==> src/rtl/iob_fp_acc.sv <==
// Floating-point sum reduction controller: streams len_i elements through an
// external single-outstanding adder and reports the final sum on res_o.
module iob_fp_acc #(
    parameter int DATA_W = 32,
    parameter int EXP_W  = 8,
    parameter int LEN_W  = 16
) (
    input  logic              clk_i,
    input  logic              arst_n_i,
    input  logic              start_i,
    input  logic [LEN_W-1:0]  len_i,
    input  logic              in_valid_i,
    input  logic [DATA_W-1:0] in_data_i,
    output logic              in_ready_o,
    output logic              add_start_o,
    output logic [DATA_W-1:0] add_op_a_o,
    output logic [DATA_W-1:0] add_op_b_o,
    input  logic              add_done_i,
    input  logic [DATA_W-1:0] add_res_i,
    output logic              busy_o,
    output logic              done_o,
    output logic [DATA_W-1:0] res_o
);

    if (EXP_W < 2 || EXP_W > DATA_W - 2) begin : g_bad_exp_w
        $error("EXP_W must leave room for sign and mantissa within DATA_W");
    end

    typedef enum logic [2:0] {
        IDLE,
        LOAD,
        WAIT_IN,
        WAIT_ADD,
        DONE
    } state_t;

    state_t            state_q, state_d;
    logic [LEN_W-1:0]  len_q, len_d;
    logic [LEN_W-1:0]  cnt_q, cnt_d;
    logic [DATA_W-1:0] acc_q, acc_d;
    logic [DATA_W-1:0] op_a_q, op_a_d;
    logic [DATA_W-1:0] op_b_q, op_b_d;
    logic [DATA_W-1:0] res_q, res_d;
    logic              in_ready_q, in_ready_d;
    logic              add_start_q, add_start_d;
    logic              done_q, done_d;
    logic              in_hs;

    assign in_hs = in_valid_i & in_ready_q;

    always_comb begin
        state_d     = state_q;
        len_d       = len_q;
        cnt_d       = cnt_q;
        acc_d       = acc_q;
        op_a_d      = op_a_q;
        op_b_d      = op_b_q;
        res_d       = res_q;
        add_start_d = 1'b0;

        case (state_q)
            IDLE: begin
                if (start_i) begin
                    len_d = len_i;
                    cnt_d = '0;
                    if (len_i != '0) begin
                        state_d = LOAD;
                    end else begin
                        acc_d   = '0;
                        state_d = DONE;
                    end
                end
            end
            // First element seeds the accumulator directly; the adder never sees a zero operand.
            LOAD: begin
                if (in_hs) begin
                    acc_d   = in_data_i;
                    cnt_d   = LEN_W'(1);
                    state_d = (len_q == LEN_W'(1)) ? DONE : WAIT_IN;
                end
            end
            WAIT_IN: begin
                if (in_hs) begin
                    op_a_d      = acc_q;
                    op_b_d      = in_data_i;
                    add_start_d = 1'b1;
                    state_d     = WAIT_ADD;
                end
            end
            WAIT_ADD: begin
                if (add_done_i) begin
                    acc_d   = add_res_i;
                    cnt_d   = cnt_q + LEN_W'(1);
                    state_d = (cnt_d == len_q) ? DONE : WAIT_IN;
                end
            end
            DONE: begin
                state_d = IDLE;
            end
            default: begin
                state_d = IDLE;
            end
        endcase

        // Outputs are registered from the next state so they line up with state_q.
        in_ready_d = (state_d == LOAD) || (state_d == WAIT_IN);
        done_d     = (state_d == DONE);
        if (state_d == DONE) begin
            res_d = acc_d;
        end
    end

    always_ff @(posedge clk_i or negedge arst_n_i) begin
        if (!arst_n_i) begin
            state_q     <= IDLE;
            len_q       <= '0;
            cnt_q       <= '0;
            acc_q       <= '0;
            op_a_q      <= '0;
            op_b_q      <= '0;
            res_q       <= '0;
            in_ready_q  <= 1'b0;
            add_start_q <= 1'b0;
            done_q      <= 1'b0;
        end else begin
            state_q     <= state_d;
            len_q       <= len_d;
            cnt_q       <= cnt_d;
            acc_q       <= acc_d;
            op_a_q      <= op_a_d;
            op_b_q      <= op_b_d;
            res_q       <= res_d;
            in_ready_q  <= in_ready_d;
            add_start_q <= add_start_d;
            done_q      <= done_d;
        end
    end

    assign in_ready_o  = in_ready_q;
    assign add_start_o = add_start_q;
    assign add_op_a_o  = op_a_q;
    assign add_op_b_o  = op_b_q;
    assign busy_o      = (state_q != IDLE);
    assign done_o      = done_q;
    assign res_o       = res_q;

endmodule

==> config.mk <==
export PLATFORM = sky130hd
export DESIGN_NAME = iob_fp_acc
export DESIGN_NICKNAME = d
export VERILOG_FILES = /design/src/rtl/iob_fp_acc.sv
export SDC_FILE = /design/constraint.sdc
export NUM_CORES = 1
export LEC_CHECK = 0
export ABC_AREA = 1
export BUFFER_PORTS_ARGS = -buffer_cell sky130_fd_sc_hd__buf_2
export CORE_MARGIN = 1
export CORE_UTILIZATION = 45
export CTS_BUF_LIST = sky130_fd_sc_hd__clkbuf_4 sky130_fd_sc_hd__clkbuf_8
export CTS_CLUSTER_DIAMETER = 200
export CTS_CLUSTER_SIZE = 12
export DETAILED_ROUTE_END_ITERATION = 10
export GPL_TIMING_DRIVEN = 0
export HOLD_SLACK_MARGIN = 0.1
export PLACE_DENSITY = 0.75
export SYNTH_ARGS = -nofsm -noshare
export SYNTH_HDL_FRONTEND = slang
export SYNTH_SLANG_ARGS = --single-unit
==> constraint.sdc <==
create_clock -name clk_i -period 1.95 [get_ports clk_i]
set_clock_uncertainty 0.1 [all_clocks]
set_input_delay 0.39 -clock clk_i [delete_from_list [all_inputs] [get_ports clk_i]]
set_output_delay 0.39 -clock clk_i [all_outputs]
set_load 0.01 [all_outputs]
==> results.yml <==
final_layout:
  layout.nets: 1242
  synthToLayoutAreaGrowth_pct: 35.6
  num_antenna_cells: 0
  fill_cells: 1326
  instances_no_fill: 1385
  layout-drive-gt1-share_pct: 29.4
  postLayoutCellArea_um2: 9970
worst_setup_path:
  required_ns: 2.20
  ff2ff_path_depth: 17
  r2r_slack_ns: -0.40
  crit_path_start_kind: "flip-flop"
  path_delay_family: "simple AND/OR/NAND/NOR gates"
  path_cells: "buf_6 > nand2_4 > nor2_4 > nand2_2 > nor2_4 > nand2_2 > nand2_2 > nand2_1 > nand2_1 > nand2_2 > nor2_4 > nand3_4 > nand2_8 > inv_8 > buf_8 > nand2_1 > nand2_1"
  crit_buf_inv: 3
  end_kind: "flip-flop"
  regToRegStartpoint: "cnt_q[1]$_DFFE_PN0P_"
  cp_slowest_cell: "dfrtp_2"
  slowest_delay_ns: 0.41
  r2r_end: "res_o[10]$_DFFE_PN0N_"
  path_class: "flip-flop to flip-flop"
  arrival_ns: 2.60
  cp_max_fo: 10
worst_hold_path:
  hold_end: "acc_q[4]$_DFF_PN0_"
  min-delay-start: "add_res_i[4]"
  min_path_type: "input pin to flip-flop"
  holdPathStages: 3
timing:
  slew_viol_final: 0
  min_period_ns: 2.35
  setup-tns-final_ns: -12.81
  hold_ws_ns: 0.120
  worst_slack_ns: -0.397
  fmax_mhz: 426
  grt_setup_unrepaired: "yes"
  relSlewSlack_pct: 63.6
  hold_viol_final: 0
  setup_viol: 36
  fin_crit_sh_pct: 120
  worst_slew_pin_slew_ns: 0.545
clock_network:
  htreeDepth: 4
  cts_made_buffers: 17
  cts.sinks: 166
  clock-root-buffer: "clkbuf_8"
  clk_latency_ns: 0.45
  clkTransAtPathRegs_ns: 0.09
  cts_tree: "done"
  ctsLongestPathBuffers: 2
grt:
  grt_max_degree: 97
  grt_pass1_vias: 6774
  grt_antenna_before_repair: 0
  grt_pass1_wl_um: 33500
  overflow: 0
  grt_usage_pct: 26.4
route:
  initialDrtViolationCount: 383
  routed_wl_um: 21500
  drc: 0
  drt_first_pass_iters: 6
  wire_per_inst_um: 15.5
  vias: 6871
  vias_per_cell: 4.96
  drtAntennaViolNets: 0
floorplanning:
  dieWidth_um: 130
  die_area_um2: 16900
  die_y_um: 130
  pin_count: 185
  initial_core_util_pct: 46.1
  rows: 46
  core_um2: 15900
power_and_ir_drop:
  p_leak_nw: 5.37
  ir_drop_mv: 0.629
  powerDensity_nw_per_um2: 1210
yosys:
  synth_fp_nets: 963
  ys.warnings.count: 0
  synth-edff-count: 0
  synth_area_um2: 7350
  ys_seq_area_share_pct: 56.5
  ys_types: 32
  synth_largest_area_cell: "dfrtp_1"
  synth_area_per_cell_um2: 8.38
  synth_top_area_share_pct: 56.5
  ys_ff_latch: 166
  ys.flop_type: "dfrtp_1"
  synthesis.instances: 877
  synthArstFlopShare_pct: 100
  synthTopCellsByArea: "dfrtp_1, nand2_1, inv_1, o21ai_0, o211ai_1"
placement:
  place.port_buffers: 184
  place_area_um2: 8590
  dpl.hpwl_um: 14800
  routabilityCongestion: 0.872
  placed_cells: 1278
run_status:
  status: "finished, violations left"
  violations: "negative setup slack"
flow_run:
  drv_cap: 0
==> cells in the mapped netlist, types with 2 or more instances <==
cell type / n
nand2_1: 365
dfrtp_1: 166
inv_1: 92
o21ai_0: 53
nand3_1: 36
o211ai_1: 33
nor2_1: 28
clkbuf_1: 22
nand2_2: 14
nand4_1: 11
o22ai_1: 8
a21oi_1: 6
buf_6: 6
nor2_4: 5
nor4_1: 5
buf_2: 3
nor2_2: 3
nor3_1: 3
xor2_1: 3
buf_1: 2
xnor3_1: 2
==> power by group <==
part	switching, W	internal (W)
Clock	0.00127	0.000958
Sequential	0.000683	0.00448
Combinational	0.00277	0.00189
Total	0.00472	0.00733
==> through the flow <==
stage	util [%]	setup WS [ns]	total power, W
after global placement	53.6	-2.19	0.00895
after global routing	62.5	-0.561	0.0129
after CTS	61.0	-0.379	0.0117
after floorplan	-	-0.159	0.00737
after detailed placement	53.9	-0.605	0.00906
final	62.5	-0.397	0.0121
==> cell families (layout without fill, tap and decap cells) <==
family / count (synthesis) / count (layout) / share of synthesized area [%]
buffers and inverters: 128 / 420 / 7.23
AOI/OAI and AO/OA: 102 / 102 / 8.24
xor gates and xnor gates: 5 / 5 / 0.970
muxes: 1 / 1 / 0.153
and+or+nand+nor: 474 / 474 / 26.7
adders and majority gates: 1 / 1 / 0.170
DFF: 166 / 166 / 56.5
==> worst min-delay path: stages <==
cell and delay (ns):
buf_2 0.09, nand2_1 0.05, o211ai_1 0.10
==> flip-flops by register name, summed over array words and instances (netlist names), 3 cells and up <==
signal	count
len_q	16
res_o	32
acc_q	32
cnt_q	16
add_op_b_o	32
state_q	3
add_op_a_o	32
==> area by class of cell <==
cell class / count / area (µm²) / share of cell area (%)
repair buffers: 260 / 1670 / 16.7
plain buffers: 33 / 256 / 2.57
flip-flops and latches: 166 / 4160 / 41.7
multi-input cells: 583 / 2900 / 29.1
clock buffers: 21 / 270 / 2.71
well taps: 216 / 270 / 2.71
inverters: 95 / 369 / 3.70
clock inverters: 11 / 76.3 / 0.765
==> routing by layer <==
| metal | GRT usage, % | share of wire [%] | vias to the layer above |
|---|---|---|---|
| li1 | - | - | 3330 |
| met4 | 11.2 | 3.1 | 0 |
| met5 | 0 | 0 | - |
| met2 | 42.5 | 49 | 216 |
| met3 | 6.89 | 6.4 | 46 |
| met1 | 33.8 | 42 | 3279 |
==> cells in the final DEF, fill, tap and decap left out, types with 11 or more instances in the layout <==
master / netlist / final
inv_1: 92 / 85
buf_2: 3 / 184
nand2_2: 14 / 23
nand2_1: 365 / 354
dlygate4sd3_1: 0 / 51
clkbuf_8: 0 / 18
o211ai_1: 33 / 33
dfrtp_1: 166 / 162
nor2_4: 5 / 15
nand3_1: 36 / 30
o21ai_0: 53 / 52
buf_6: 6 / 11
buf_4: 0 / 20
nand4_1: 11 / 11
nor2_1: 28 / 16
==> how the worst max path moves through the flow <==
stage                                        to            startpoint  cells past startpoint
final                     res_o[10]$_DFFE_PN0N_  cnt_q[1]$_DFFE_PN0P_                     17
after global routing      res_o[11]$_DFFE_PN0N_  cnt_q[1]$_DFFE_PN0P_                     15
after CTS                 res_o[10]$_DFFE_PN0N_  cnt_q[1]$_DFFE_PN0P_                     17
after detailed placement  res_o[30]$_DFFE_PN0N_  cnt_q[0]$_DFFE_PN0P_                     15
after global placement    res_o[14]$_DFFE_PN0N_              arst_n_i                      1
after floorplan           res_o[21]$_DFFE_PN0N_  cnt_q[0]$_DFFE_PN0P_                     17
==> timing repair <==
item | in CTS | in global routing
hold buffers | 51 | 0
endpoints found under the hold margin | 120 | 0
setup endpoints to repair | 148 | 130
buffers inserted | 14 | 10
resized for setup | 55 | 69
gates cloned | 1 | 0
pin swaps | 11 | 11
(Power assumes the default switching activity.)
